--- src/rtl/ej32_rom_arb_if.sv ---
// Requester-side bus of the eJ32 ROM arbiter.
// Fetch and data request/ack/data signals.
interface ej32_rom_arb_if #(
    parameter int ASZ = 17
);
    logic           if_req;
    logic [ASZ-1:0] if_a;
    logic           if_ack;
    logic [7:0]     if_d;
    logic           dt_req;
    logic [ASZ-1:0] dt_a;
    logic           dt_w;
    logic           dt_ack;
    logic [31:0]    dt_d;

    modport master (
        output if_req, if_a, dt_req, dt_a, dt_w,
        input  if_ack, if_d, dt_ack, dt_d
    );

    modport slave (
        input  if_req, if_a, dt_req, dt_a, dt_w,
        output if_ack, if_d, dt_ack, dt_d
    );
endinterface

--- src/rtl/ej32_rom_arb.sv ---
// Shares the 8-bit 1-cycle ROM port between fetch and data.
// Word reads are assembled big-endian from 4 byte reads.
module ej32_rom_arb #(
    parameter int ASZ    = 17,
    parameter int ROM_SZ = 8192
) (
    input  logic           clk,
    input  logic           rst,
    ej32_rom_arb_if.slave  bus,
    output logic [ASZ-1:0] rom_a,
    input  logic [7:0]     rom_d,
    output logic           busy
);
    if ((ROM_SZ & (ROM_SZ - 1)) != 0) begin : g_rom_sz_chk
        $error("ROM_SZ must be a power of two");
    end

    typedef enum logic [1:0] {
        IDLE,
        BYTE,
        WORD
    } state_t;

    state_t         state;
    state_t         nxt;
    logic [ASZ-1:0] a_r;
    logic [1:0]     cnt;
    logic [23:0]    sh;
    logic           last_dt;
    logic           tgt_dt;
    logic           if_el;
    logic           dt_el;
    logic           gnt_if;
    logic           gnt_dt;

    // A requester being acked this cycle is not a candidate.
    assign if_el = bus.if_req & ~bus.if_ack;
    assign dt_el = bus.dt_req & ~bus.dt_ack;
    assign busy  = (state != IDLE);

    // Grant, next state and ROM address selection.
    always_comb begin
        gnt_if = 1'b0;
        gnt_dt = 1'b0;
        nxt    = state;
        rom_a  = a_r;
        unique case (state)
            IDLE: begin
                if (dt_el && (!if_el || !last_dt)) begin
                    gnt_dt = 1'b1;
                    rom_a  = bus.dt_a;
                    nxt    = bus.dt_w ? WORD : BYTE;
                end else if (if_el) begin
                    gnt_if = 1'b1;
                    rom_a  = bus.if_a;
                    nxt    = BYTE;
                end
            end
            BYTE: nxt = IDLE;
            WORD: begin
                rom_a = a_r + ASZ'(cnt);
                if (cnt == 2'd0) nxt = IDLE;
            end
            default: nxt = IDLE;
        endcase
    end

    // State register.
    always_ff @(posedge clk) begin
        if (rst) state <= IDLE;
        else     state <= nxt;
    end

    // Grant bookkeeping, byte capture and ack generation.
    always_ff @(posedge clk) begin
        if (rst) begin
            a_r        <= '0;
            cnt        <= 2'd0;
            sh         <= 24'h0;
            last_dt    <= 1'b0;
            tgt_dt     <= 1'b0;
            bus.if_ack <= 1'b0;
            bus.dt_ack <= 1'b0;
            bus.if_d   <= 8'h0;
            bus.dt_d   <= 32'h0;
        end else begin
            bus.if_ack <= 1'b0;
            bus.dt_ack <= 1'b0;
            case (state)
                IDLE: begin
                    if (gnt_if || gnt_dt) begin
                        a_r     <= rom_a;
                        last_dt <= gnt_dt;
                        tgt_dt  <= gnt_dt;
                        cnt     <= (gnt_dt && bus.dt_w) ? 2'd1 : 2'd0;
                    end
                end
                BYTE: begin
                    if (tgt_dt) begin
                        bus.dt_ack <= 1'b1;
                        bus.dt_d   <= {24'h0, rom_d};
                    end else begin
                        bus.if_ack <= 1'b1;
                        bus.if_d   <= rom_d;
                    end
                end
                WORD: begin
                    cnt <= cnt + 2'd1;
                    sh  <= {sh[15:0], rom_d};
                    if (cnt == 2'd0) begin
                        bus.dt_ack <= 1'b1;
                        bus.dt_d   <= {sh, rom_d};
                    end
                end
                default: ;
            endcase
        end
    end
endmodule

--- src/flat_wrapper.sv ---
// flat-port wrapper written by rule: the top's interface ports become plain ports
module ej32_rom_arb_flat 
#(
    parameter int ASZ    = 17,
    parameter int ROM_SZ = 8192
)
  (clk, rst, rom_a, rom_d, busy, bus_if_req, bus_if_a, bus_dt_req, bus_dt_a, bus_dt_w, bus_if_ack, bus_if_d, bus_dt_ack, bus_dt_d);
  ej32_rom_arb_if #(.ASZ(ASZ)) bus_i ();
  input  logic clk;
  input  logic rst;
  output logic [ASZ-1:0] rom_a;
  input  logic [7:0] rom_d;
  output logic busy;
  input wire logic [$bits(bus_i.if_req)-1:0] bus_if_req;
  input wire logic [$bits(bus_i.if_a)-1:0] bus_if_a;
  input wire logic [$bits(bus_i.dt_req)-1:0] bus_dt_req;
  input wire logic [$bits(bus_i.dt_a)-1:0] bus_dt_a;
  input wire logic [$bits(bus_i.dt_w)-1:0] bus_dt_w;
  output wire logic [$bits(bus_i.if_ack)-1:0] bus_if_ack;
  output wire logic [$bits(bus_i.if_d)-1:0] bus_if_d;
  output wire logic [$bits(bus_i.dt_ack)-1:0] bus_dt_ack;
  output wire logic [$bits(bus_i.dt_d)-1:0] bus_dt_d;
  assign bus_i.if_req = bus_if_req;
  assign bus_i.if_a = bus_if_a;
  assign bus_i.dt_req = bus_dt_req;
  assign bus_i.dt_a = bus_dt_a;
  assign bus_i.dt_w = bus_dt_w;
  assign bus_if_ack = bus_i.if_ack;
  assign bus_if_d = bus_i.if_d;
  assign bus_dt_ack = bus_i.dt_ack;
  assign bus_dt_d = bus_i.dt_d;
  ej32_rom_arb #(.ASZ(ASZ), .ROM_SZ(ROM_SZ)) u_core (.clk(clk), .rst(rst), .bus(bus_i), .rom_a(rom_a), .rom_d(rom_d), .busy(busy));
endmodule
--- config.mk ---
export PLATFORM = sky130hd
export DESIGN_NAME = ej32_rom_arb_flat
export DESIGN_NICKNAME = d
export VERILOG_FILES = /design/src/rtl/ej32_rom_arb_if.sv /design/src/rtl/ej32_rom_arb.sv /design/src/flat_wrapper.sv
export SDC_FILE = /design/constraint.sdc
export NUM_CORES = 1
export LEC_CHECK = 0
export ABC_AREA = 1
export CORE_UTILIZATION = 45
export CTS_CLUSTER_SIZE = 14
export DETAILED_ROUTE_END_ITERATION = 8
export PLACE_DENSITY = 0.83
export SYNTH_ARGS = -nofsm -noshare
export SYNTH_HDL_FRONTEND = slang
export SYNTH_SLANG_ARGS = --single-unit
export TNS_END_PERCENT = 100
--- constraint.sdc ---
create_clock -name clk -period 2.1 [get_ports clk]
set_input_delay 0.42 -clock clk [delete_from_list [all_inputs] [get_ports clk]]
set_output_delay 0.42 -clock clk [all_outputs]
set_load 0.01 [all_outputs]
== Word level (Yosys, flattened, before mapping) ==
Index checks and enable logic that the tools add are counted.

* Bits in registers: 88
* Output and inout port bits: 60
* Word-level logic and storage cells: 63

* $add $sub $neg: 2
* Equality and inequality tests: 6
* Mux-type cells: 23
* Bitwise operators: 6
* Reductions and logical operators: 17

{| class="wikitable"
|+ Operators by type and width
! kind !! count
|-
| 32-bit two-way mux || 2
|-
| 32-bit one-hot mux with 2 select lines || 1
|-
| 17-bit two-way mux || 2
|-
| 17-bit one-hot mux with 2 select lines || 1
|-
| 17-bit by 2-bit adder with 17-bit output || 1
|-
| 2-bit two-way mux || 5
|-
| 1-bit two-way mux || 9
|-
| 2-bit one-hot mux with 2 select lines || 2
|-
| 2-bit AND reduction || 4
|-
| 2-bit by 1-bit != test with 1-bit output (second input constant) || 3
|-
| 2-bit nonzero test || 3
|-
| 2-bit logical NOT || 2
|-
| 1-bit inverter || 4
|-
| 3-bit by 1-bit != test with 1-bit output (second input constant) || 1
|-
| 3-bit AND reduction || 1
|-
| 2-bit by 1-bit adder with 2-bit output (second input constant) || 1
|-
| 1-bit AND || 2
|-
| 2-bit by 1-bit == test with 1-bit output (second input constant) || 1
|-
| 2-bit == test (second input constant) || 1
|-
| 1-bit logical AND || 2
|-
| 1-bit logical NOT || 2
|-
| 1-bit logical OR || 2
|-
| 1-bit one-hot mux with 2 select lines || 1
|-
| 2-bit OR reduction || 1
|}

== Depth between registers and ports, before layout ==
Gate-level depths: netlist of run 1.

* Depth in word-level cells: 11
* Gate-level depth with buffers: 12

== Worst setup path before layout of run 1 ==
OpenSTA, ideal clock, no wires.

* Kind: register -> output
* From: reg u_core.cnt[0]
* To: out rom_a[6]
* Arrival time: 1.501 ns
* Required time: 1.680 ns
* Setup slack: 0.179 ns
* Stages on the path, launching flop included: 9
* Buffers on the path: 0
* Path through: dfxtp_1 -> ha_1 -> fa_1 -> nand2_1 -> nor2_1 -> nand2_1 -> inv_1 -> o21ai_0 -> nand3_1

* Longest elaborated chain between the ends: 2

{| class="wikitable"
|+ RTL lines
! element !! line !! text
|-
| start: declaration || ej32_rom_arb.sv:27 || <nowiki>logic [1:0] cnt;</nowiki>
|-
| start signal: assignment || ej32_rom_arb.sv:95 || <nowiki>cnt <= (gnt_dt && bus.dt_w) ? 2'd1 : 2'd0;</nowiki>
|-
| start signal: assignment || ej32_rom_arb.sv:108 || <nowiki>cnt <= cnt + 2'd1;</nowiki>
|-
| 17-bit by 2-bit adder with 17-bit output || ej32_rom_arb.sv:61 || <nowiki>rom_a = a_r + ASZ'(cnt);</nowiki>
|-
| 17-bit one-hot mux with 2 select lines || ej32_rom_arb.sv:47 || <nowiki>unique case (state)</nowiki>
|-
| end: declaration || flat_wrapper.sv:11 || <nowiki>output logic [ASZ-1:0] rom_a;</nowiki>
|}

No other way between the ends.

== Worst setup path after layout of run 1 ==
* From: reg u_core.cnt[1]
* To: out rom_a[12]

Same word-level chain as after synthesis.

==> results.md, run 1 <==
- CP Capture Type: primary output
- Commonest non-fill, non-tap cell in the layout: nand2_1
- Synth Net Count: 733
- Placed wire-length estimate: 9.76 mm
- Most frequent cells in the layout: 180 x nand2_1, 85 x clkdlybuf4s50_1, 81 x buf_4, 80 x dfxtp_1, 78 x nor2_1
- Boundary pin count: 107
- DRT Wirelength: 15.2 mm
- Worst hold start: u_core.bus.dt_d[4]$_SDFFE_PP0P_
- Power Internal: 3.30 mW
- Final Cell Area: 6820 µm²
- Max transition margin: 58.3%
- Total negative slack: -3500 ps
- Antenna violations before repair: 0
- Switch Pwr: 2.02 mW
- Initial Util: 46.4%
- Setup crit start: u_core.cnt[1]$_SDFFE_PP0P_
- Top area cells in the synthesized netlist: dfxtp_1 39%, nand2_1 16%, nor2_1 7.4%, a21oi_1 7.0%, inv_1 5.3%
- Hold Slack: 452 ps
- Routed Antenna Nets: 0
- Root buf cell: clkbuf_8
- Share of cells above drive strength 1: 25.9%
- WS Path Type: register to primary output
- Min Tclk post-route: 2360 ps
- Placeable Area: 9730 µm²
- Final Setup Violations: 18
- Leakage: 3.04 nW
- Synthesized area: 4510 µm²
- Filler Cell Count: 788
- Multi-input gate area: 2610 µm²
- Fin crit share: 113%
- Routed length per instance: 15.3 µm
- Power per cell area: 780 nW/µm²
- Clock network power share: 22.4%
- Worst setup margin: -264 ps
- Clock transition at path regs: 110 ps
- Antenna cells: 0
- CP Max Fanout: 4
- Synthesis-to-layout area growth: 51.3%
- Max Cap Viol: 0
- RSZ-0062 raised after global routing: yes
- Cells after Synth: 679
- Tightest Hold Check Type: register to register
- Critical Path AT: 1940 ps
- Top-area cell type share of the netlist area: 39.1%
- Detailed-route DRC error count: 0
- Cell Area, Placed: 6060 µm²
- I/O Buffers: 106
- Comb pwr share: 40.2%
- TritonCTS clock tree: done
- Worst-margin pin slew: 625 ps
- Final Skew: 11.5 ps
- Placer Congestion: 0.929
- Number of global-route vias before repair: 5042
- Die Width: 102 µm
- Largest net degree at the start of global routing: 57
- Highest clock rate: 423 MHz
- Pwr Total: 5.32 mW
- Final slew viol count: 0
- Sequential area share after synthesis: 39.1%
- Worst-Skew Late Latency: 370 ps
- Total track usage: 28.5%
- Final hold viol count: 0
- Die Ht: 102 µm
- Yosys synthesis warning count: 0
- Reg-to-Reg Start: u_core.a_r[0]$_SDFFE_PP0P_
- Critical Path RT: 1680 ps
- Post-Synthesis Mean Instance Area: 6.64 µm²
- 1st-iter DRT viols: 341
- Startpoint types: register
- First-pass GRT wire length: 23.1 mm
- Vias per cell: 5.28
- Clock Sinks: 88
- Cell variety after synth: 30
- Sw frac: 37.9%
- CTS Buf Count: 9
- Status: finished with violations
- Number of synthesized register bits: 88
- GR Overflow Total: 0
- Via count: 5267
- VDD IR max: 0.470 mV
- H-tree Lvls: 3
- CTS max path bufs: 2
- Final #Nets: 913
- Die Area: 10400 µm²
- DRT Pass-1 Iters: 5
- Failing checks: negative setup slack
- Std-Cell Rows: 36
- Setup slack at placement: -608 ps
- Reg power frac: 37.3%
- Register area: 1770 µm²
- Synth area leader: dfxtp_1
[layer usage]
| metal | track usage, % | share of wire, % |
|---|---|---|
| met2 | 51.5 | 50 |
| met3 | 4.65 | 7.6 |
| met1 | 33.0 | 39 |
| met4 | 12.6 | 3.5 |
| met5 | 0 | 0 |
[cell usage after synthesis, drive strengths merged]
cell type	number
a211oi	1
a21oi	64
a22oi	8
and2	4
buf	25
clkbuf	9
dfxtp	88
fa	1
ha	6
inv	69
nand2	202
nand3	49
nand3b	1
nand4	13
nor2	94
nor3	2
o211ai	1
o21ai	42
[worst max-delay path: stages (launching register included)]
cell and delay [ps]:
dfxtp_4 380, buf_6 110, fa_2 410, nand2_4 110
nor2_4 50, nand2_4 80, nor2_4 50, nand2_1 60
nand2_1 50, nand2_1 80, nand2_1 50, buf_2 130
[flip-flops by register name, indices dropped and copies added, names as in the netlist]
register and count:
u_core.a_r 17, u_core.bus.dt_d 32, u_core.last_dt 1, u_core.bus.if_d 8, u_core.bus.if_ack 1, u_core.cnt 2
u_core.state 2, u_core.sh 24, u_core.bus.dt_ack 1
[logic make-up after synthesis]
group / count (synthesis) / synth area share [%]
simple gates: 365 / 35.0
compound gates: 116 / 13.7
buf+inv: 103 / 10.2
flops: 88 / 39.1
fa+ha+maj: 7 / 2.11
[stage by stage]
stage                     utilization [%]  std cells
after detailed placement             62.3        948
after global routing                 70.1        997
after CTS                            67.9        988
after floorplan                         -        679
final                                70.1        997
after global placement               62.3        948
[power by group through the flow]
stage	clock, mW	combinational (mW)	sequential (mW)
floorplan	0	0.921	2.01
global placement	0	1.78	2.00
detailed placement	0	1.82	2.00
CTS	1.20	1.95	1.98
global route	1.27	2.31	2.00
finish	1.20	2.14	1.99
[layout make-up]
class                           instances  share of cell area [%]
Timing Repair Buffer                  201                    26.5
Inverter                               69                    3.94
Multi-Input combinational cell        490                    38.2
Clock inverter                          7                    1.08
Tap cell                              133                    2.44
Sequential cell                        88                    26.0
Clock buffer                            9                    1.82
[path summary, 6_finish.rpt]
check                                     to  slack [ps]  depth (start not counted)
max                                rom_a[12]        -260                         11
min          u_core.bus.dt_d[4]$_SDFFE_PP0P_         450                          2
min reg2reg  u_core.bus.dt_d[4]$_SDFFE_PP0P_         450                          2
max reg2reg       u_core.a_r[5]$_SDFFE_PP0P_        -170                         17
[timing repair]
action	in CTS	in global routing
gates resized for setup	149	36
gates cloned	0	3
hold buffers	0	0
setup buffers	24	6
setup endpoints to repair	18	34
pin swaps	32	24
Power figures use the tool's default switching activity.
==> run 2: changes to the inputs <==
Settings changed: CELL_PAD_IN_SITES_DETAIL_PLACEMENT from default to 1, CELL_PAD_IN_SITES_GLOBAL_PLACEMENT from default to 2, CORE_UTILIZATION 45 to 27, PLACE_DENSITY 0.83 to 0.91, SKIP_LAST_GASP from default to 1.
==> run 2 against run 1 <==
The run still ends with negative setup slack left. Via count decreased by 2.8%. First-iteration DRC count decreased by 36%. Non-clock buffer count increased by 9. Global-route usage decreased by 8.6 points. Wire length increased by 13%. Clock skew decreased by 3.4 ps. Core utilization decreased by 25 points. Flip-flop and latch count unchanged. Sequential power about the same. Sequential share of layout area decreased by 1.7 points. Worst setup slack improved by 33 ps. Critical endpoint is now rom_a[14]. Largest cell class unchanged.
==> results.md, run 2 (synthesis results as in run 1) <==
- CTS Buf Count: 9 (unchanged)
- Setup slack at placement: -654 ps (-45.6 ps)
- Die Ht: 131 µm (+29%)
- Worst reg2reg endpoint: u_core.a_r[6]$_SDFFE_PP0P_
- Most frequent cells in the layout: 174 x nand2_1, 87 x buf_4, 85 x clkdlybuf4s50_1, 80 x dfxtp_1, 71 x nor2_1
- Sw frac: 34.1% (-3.9 points)
- VDD IR max: 0.426 mV (-9.5%)
- Boundary pin count: 107 (unchanged)
- RSZ-0062 raised after global routing: yes
- WS Path Type: register to primary output
- Total track usage: 19.9% (-8.6 points)
- Reg-to-Reg Start: u_core.a_r[0]$_SDFFE_PP0P_
- Hold Slack: 446 ps (-6.05 ps)
- Leakage: 3.19 nW (+4.8%)
- Crit-path max cell delay: 390 ps (-20 ps)
- Slowest CP cell: fa_2
- Std-Cell Rows: 46 (+28%)
- CP Capture Type: primary output
- CP Cell Sequence: ha_4 -> fa_2 -> nand2_4 -> nor2_4 -> nand2_4 -> inv_4 -> nand2_1 -> nand2_1 -> nand3_2 -> nand2_1 -> buf_6
- Worst reg2reg path depth: 12 (-5)
- Setup crit start: u_core.a_r[0]$_SDFFE_PP0P_
- DRT Wirelength: 17.2 mm (+13%)
- Fin cells: 1086 (+8.9%)
- Root buf cell: clkbuf_16
- Crit-path most repeated cell: nand2_1
- Highest clock rate: 429 MHz (+1.4%)
- I/O Buffers: 106 (unchanged)
- Top Registers: u_core.bus.dt_d (32), u_core.sh (24), u_core.a_r (17)
- First-pass GRT wire length: 27.4 mm (+19%)
- Clock transition at path regs: 70 ps (-40 ps)
- Number of global-route vias before repair: 5285 (+4.8%)
- CP Depth: 11 (unchanged)
- Placed wire-length estimate: 11.8 mm (+21%)
- Fin crit share: 111% (-1.6 points)
- Initial Util: 28.0% (-18 points)
- Final Skew: 8.03 ps (-3.44 ps)
- H-tree Lvls: 3 (unchanged)
- Startpoint types: register
- Reg power frac: 32.7% (-4.6 points)
- Placeable Area: 16100 µm² (+66%)
- GR Overflow Total: 0 (unchanged)
- Max transition margin: 77.0% (+19 points)
- Comb pwr share: 37.5% (-2.7 points)
- Die Area: 17200 µm² (+65%)
- 1st-iter DRT viols: 218 (-36%)
- Register name with the most flops: u_core.bus.dt_d
- Antenna violations before repair: 0 (unchanged)
- Tightest Hold Check Type: register to register
- DRT Pass-1 Iters: 4 (-1)
- Critical Path RT: 1680 ps (about the same)
- Critical Path End: rom_a[14]
- Worst-margin pin slew: 345 ps (-280 ps)
- Power per cell area: 834 nW/µm² (+6.9%)
- Failing checks: negative setup slack
- Switch Pwr: 2.08 mW (+2.8%)
- CP Max Fanout: 3 (-1)
- Largest net degree at the start of global routing: 57 (unchanged)
- Final slew viol count: 0 (unchanged)
- Antenna cells: 0 (unchanged)
- Vias per cell: 4.71 (-11%)
- Final hold viol count: 0 (unchanged)
- Routed length per instance: 15.8 µm (+3.6%)
- Crit path buffers/inverters: 2 (unchanged)
- Min Tclk post-route: 2330 ps (-33.0 ps)
- Final #Nets: 920 (+0.77%)
- Placer Congestion: 0.847 (-8.9%)
- TritonCTS clock tree: done
- Pwr Total: 6.10 mW (+14%)
- Power Internal: 4.02 mW (+22%)
- Crit path max-delay family: adder cells
- Critical Path AT: 1910 ps (-30 ps)
- Detailed-route DRC error count: 0 (unchanged)
- Die Width: 131 µm (+29%)
- Max Cap Viol: 0 (unchanged)
- Max reg flops: 32 (unchanged)
- Via count: 5120 (-2.8%)
- Worst setup margin: -231 ps (+33.0 ps)
- Clock Sinks: 88 (unchanged)
- Final Setup Violations: 16 (-2)
- Worst-Skew Late Latency: 350 ps (-20 ps)
- Placed Cells incl. Taps: 1043 (+10%)
- Synthesis-to-layout area growth: 62.0%
- CTS max path bufs: 2 (unchanged)
- Status: finished with violations
- Share of cells above drive strength 1: 28.3% (+2.3 points)
- Commonest non-fill, non-tap cell in the layout: nand2_1
- Routed Antenna Nets: 0 (unchanged)
- Clock network power share: 29.7% (+7.3 points)
- Filler Cell Count: 1997 (+150%)
- Worst reg2reg setup slack: 160 ps (+330 ps)
==> run 2: cell count changes in the layout (fill, tap and decap cells not counted), sizes merged <==
cell	before	now
buf	112	122
bufinv	0	2
clkinv	3	0
inv	73	72
nand3	51	49
==> run 2: routing by layer <==
metal / track usage, % / routed length (µm) / part of all wire (%) / up-vias
met5: 0 / 0 / 0 / -
met1: 22.9 / 7180 / 42 / 2458
li1: - / - / - / 2540
met3: 4.51 / 818 / 4.8 / 14
met2: 36.9 / 8990 / 52 / 108
met4: 4.91 / 203 / 1.2 / 0
==> run 2: area by class of cell <==
cell class,instances,area (µm²),area share (%)
sequential,88,1770,24.3
inverter,69,277,3.78
tap,216,270,3.70
clock buffer,10,239,3.27
timing repair buffer,210,1950,26.6
multi-input combinational,488,2710,37.1
clock inverter,5,86.3,1.18
==> run 2: worst min path at each step <==
stage / start / to / slack [ps] / depth (start not counted)
after floorplan: u_core.sh[21]$_SDFFE_PP0P_ / u_core.sh[21]$_SDFFE_PP0P_ / 440 / 2
after global placement: u_core.bus.dt_d[4]$_SDFFE_PP0P_ / u_core.bus.dt_d[4]$_SDFFE_PP0P_ / 440 / 2
after detailed placement: u_core.bus.dt_d[2]$_SDFFE_PP0P_ / u_core.bus.dt_d[2]$_SDFFE_PP0P_ / 440 / 2
after CTS: u_core.bus.dt_d[2]$_SDFFE_PP0P_ / u_core.bus.dt_d[2]$_SDFFE_PP0P_ / 450 / 2
after global routing: u_core.bus.dt_d[2]$_SDFFE_PP0P_ / u_core.bus.dt_d[2]$_SDFFE_PP0P_ / 470 / 2
final: u_core.bus.dt_d[2]$_SDFFE_PP0P_ / u_core.bus.dt_d[2]$_SDFFE_PP0P_ / 450 / 2
==> run 2: stage by stage <==
step / area, µm² / utilization, % / setup TNS, ps
2_1_floorplan: 4510 / - / 0
3_3_place_gp: 6260 / 38.8 / -9300
3_5_place_dp: 6260 / 38.8 / -10010
4_1_cts: 6940 / 43.1 / -3540
5_1_grt: 7310 / 45.3 / -3680
6_report: 7310 / 45.3 / -2290
==> run 2: worst register-to-register path: cells and delay by family, from the launching register on <==
| family | cells | cell delay [ps] |
|---|---|---|
| DFF | 1 | 340 |
| adders and majority gates | 2 | 550 |
| and+or+nand+nor | 3 | 250 |
| AOI/OAI and AO/OA | 2 | 260 |
| buffers and inverters | 5 | 490 |
==> run 2: repair_timing <==
item | in CTS | in global routing
cloned | 1 | 0
pin swaps | 31 | 37
hold buffers | 0 | 0
resized for setup | 143 | 86
endpoints found under the setup margin | 18 | 17
buffers inserted | 17 | 11
==> run 2: power by group through the flow <==
stage | Clock (mW) | Combinational, mW | Sequential (mW)
2_1_floorplan | 0 | 0.921 | 2.01
3_3_place_gp | 0 | 1.89 | 2.00
3_5_place_dp | 0 | 1.93 | 2.01
4_1_cts | 1.86 | 2.08 | 1.99
5_1_grt | 1.92 | 2.49 | 2.01
6_report | 1.81 | 2.29 | 1.99
==> run 3: changes to the inputs <==
Settings changed: CORE_UTILIZATION 27 to 29, PLACE_DENSITY 0.91 to 0.95.
Clock period 2.1 ns to 2.8 ns, I/O delays scaled along.
==> run 3 against run 2 <==
Final area down 13%. Wire length down 6.1%. Core utilization down 3.6 points. Sequential power down 24%. Count of clock-buffer cells in the layout up 1. Die area down 6.8%. Sequential share of layout area up 3.5 points. Global-route usage up 0.37 points. Critical path type unchanged. Highest routed layer unchanged. Register-to-register slack better by 590 ps. Critical endpoint is now rom_a[4]. Via count down 3.2%. The flow now finishes without violations. Flip-flop and latch count unchanged. Clock skew down 1.3 ps.
==> results.md, run 3 (synthesis results as in run 1) <==
- CTS Buf Count: 9 (unchanged)
- Power per cell area: 643 nW/µm² (-23%)
- Final slew viol count: 0 (unchanged)
- Critical Path RT: 2240 ps (+560 ps)
- Max Cap Viol: 0 (unchanged)
- Setup slack at placement: -206 ps (+447 ps)
- Cell Area, Placed: 5860 µm² (-6.4%)
- Status: finished clean
- DRT Wirelength: 16.2 mm (-6.1%)
- CP Depth: 7 (-4)
- Placer Congestion: 0.845 (-0.22%)
- Top Registers: u_core.bus.dt_d (32), u_core.sh (24), u_core.a_r (17)
- Total track usage: 20.3% (+0.37 points)
- RSZ-0062 raised after global routing: yes
- Antenna cells: 0 (unchanged)
- Tightest Hold Check Type: register to register
- Switch Pwr: 1.42 mW (-32%)
- 1st-iter DRT viols: 210 (-3.7%)
- Placeable Area: 15200 µm² (-5.7%)
- Register name with the most flops: u_core.bus.dt_d
- Die Ht: 127 µm (-3.5%)
- Final Setup Violations: 0 (-16)
- Met3 Use GR: 4.26% (-0.25 points)
- Final Cell Area: 6340 µm² (-13%)
- Reg power frac: 37.0% (+4.3 points)
- CP Capture Type: primary output
- Multi-input gate area: 2380 µm² (-12%)
- Vias per cell: 4.97 (+5.4%)
- Antenna violations before repair: 0 (unchanged)
- Slowest CP cell: fa_2
- Root buf cell: clkbuf_16
- Comb pwr share: 32.0% (-5.5 points)
- WS Path Type: register to primary output
- Clock Sinks: 88 (unchanged)
- Detailed-route DRC error count: 0 (unchanged)
- Placed wire-length estimate: 11.2 mm (-5.5%)
- Register area: 1760 µm² (-0.56%)
- Met2 Use GR: 38.2% (+1.2 points)
- Worst-Skew Late Latency: 340 ps (about the same)
- Worst reg2reg setup slack: 750 ps (+590 ps)
- CP Cell Sequence: ha_2 -> fa_2 -> nand2_4 -> nor2_4 -> o21ai_0 -> nand3_1 -> dlygate4sd2_1
- First-pass GRT wire length: 25.8 mm (-6.0%)
- Routed Antenna Nets: 0 (unchanged)
- Setup crit start: u_core.cnt[0]$_SDFFE_PP0P_
- Crit-path max cell delay: 400 ps (about the same)
- Std-Cell Rows: 45 (-2.2%)
- Worst reg2reg endpoint: u_core.bus.dt_d[6]$_SDFFE_PP0P_
- Boundary pin count: 107 (unchanged)
- Share of cells above drive strength 1: 12.5% (-16 points)
- Fin crit share: 97.8%
- Most frequent cells in the layout: 193 x nand2_1, 86 x clkdlybuf4s50_1, 86 x dfxtp_1, 80 x nor2_1
- Largest net degree at the start of global routing: 57 (unchanged)
- Leakage: 2.77 nW (-13%)
- Initial Util: 29.7% (+1.7 points)
- Power Internal: 2.66 mW (-34%)
- Commonest non-fill, non-tap cell in the layout: nand2_1
- Highest clock rate: 365 MHz
- Reg-to-Reg Start: u_core.state[0]$_SDFFE_PP0P_
- Grt peak-use layer: met2
- Crit path buffers/inverters: 1 (-1)
- Synthesis-to-layout area growth: 40.6%
- Max transition margin: 38.6% (-38 points)
- Final hold viol count: 0 (unchanged)
- TritonCTS clock tree: done
- Startpoint types: register
- Clock network power share: 31.0% (+1.3 points)
- H-tree Lvls: 3 (unchanged)
- Critical Path AT: 2180 ps (+270 ps)
- I/O Buffers: 106 (unchanged)
- VDD IR max: 0.339 mV (-20%)
- DRT Pass-1 Iters: 4 (unchanged)
- Routed length per instance: 16.2 µm (+2.3%)
- Crit path max-delay family: adder cells
- Max reg flops: 32 (unchanged)
- CP Max Fanout: 3 (unchanged)
- Worst-margin pin slew: 920 ps (+575 ps)
- Sw frac: 34.8% (+0.79 points)
- Critical Path End: rom_a[4]
- GR Overflow Total: 0 (unchanged)
- Final #Nets: 858 (-6.7%)
- Final Skew: 6.69 ps (-1.34 ps)
- Met1 Use GR: 22.9% (-0.040 points)
- Number of global-route vias before repair: 5197 (-1.7%)
- Die Area: 16100 µm² (-6.8%)
- Die Width: 127 µm (-3.5%)
- Worst reg2reg path depth: 7 (-5)
- Min Tclk post-route: 2740 ps
- Pwr Total: 4.08 mW (-33%)
- Clock transition at path regs: 70 ps (about the same)
- Via count: 4954 (-3.2%)
- Worst setup margin: 62.9 ps (+294 ps)
- CTS max path bufs: 2 (unchanged)
- Filler Cell Count: 1934 (-3.2%)
[run 3: final cells by class]
class                      instances  area share, %
inverter                          69           4.16
clock buffer                      11           3.83
multi-input combinational        489           37.5
clock inverter                     5          0.986
sequential                        88           27.8
tap                              188           3.71
timing repair buffer             147           22.0
[run 3: what timing repair did]
action,CTS,global route
pin swaps,4,6
buffers inserted,5,4
hold buffers,0,0
resized for setup,28,33
cloned,1,0
endpoints found under the setup margin,17,17
[run 3: power by group through the flow]
stage	Combinational (mW)	Clock (mW)	Sequential [mW]
floorplan	0.691	0	1.50
global placement	1.22	0	1.52
detailed placement	1.27	0	1.53
CTS	1.26	1.30	1.50
global route	1.43	1.35	1.52
finish	1.30	1.26	1.51
[run 3: worst min-delay path by stage]
| stage | start | endpoint | slack [ps] | cells after the start |
|---|---|---|---|---|
| 3_5_place_dp | u_core.bus.dt_d[0]$_SDFFE_PP0P_ | u_core.bus.dt_d[0]$_SDFFE_PP0P_ | 440 | 2 |
| 5_1_grt | u_core.bus.dt_d[7]$_SDFFE_PP0P_ | u_core.bus.dt_d[7]$_SDFFE_PP0P_ | 470 | 2 |
| 3_3_place_gp | u_core.bus.dt_d[0]$_SDFFE_PP0P_ | u_core.bus.dt_d[0]$_SDFFE_PP0P_ | 440 | 2 |
| 4_1_cts | u_core.bus.dt_d[1]$_SDFFE_PP0P_ | u_core.bus.dt_d[1]$_SDFFE_PP0P_ | 460 | 2 |
| 6_report | u_core.bus.dt_d[2]$_SDFFE_PP0P_ | u_core.bus.dt_d[2]$_SDFFE_PP0P_ | 450 | 2 |
| 2_1_floorplan | u_core.sh[21]$_SDFFE_PP0P_ | u_core.sh[21]$_SDFFE_PP0P_ | 440 | 2 |
[run 3: worst min-delay path, stage by stage (launching register included)]
cell	delay, ps
dfxtp_1	310
inv_1	50
a21oi_1	50
[run 3: per-layer routing]
layer  wire (µm)  part of all wire (%)
met4         296                   1.8
met3         571                   3.5
met1        6870                    43
met5           0                     0
met2        8410                    52
[run 3: metrics by stage]
step                      setup TNS [ps]  instances  utilization (%)  hold slack [ps]
after global routing               -59.1        997             41.7              474
after CTS                           -588        993             40.9              457
after detailed placement           -2930        971             38.5              443
after global placement             -2170        971             38.5              436
after floorplan                        0        679                -              440
final                                  0        997             41.7              453
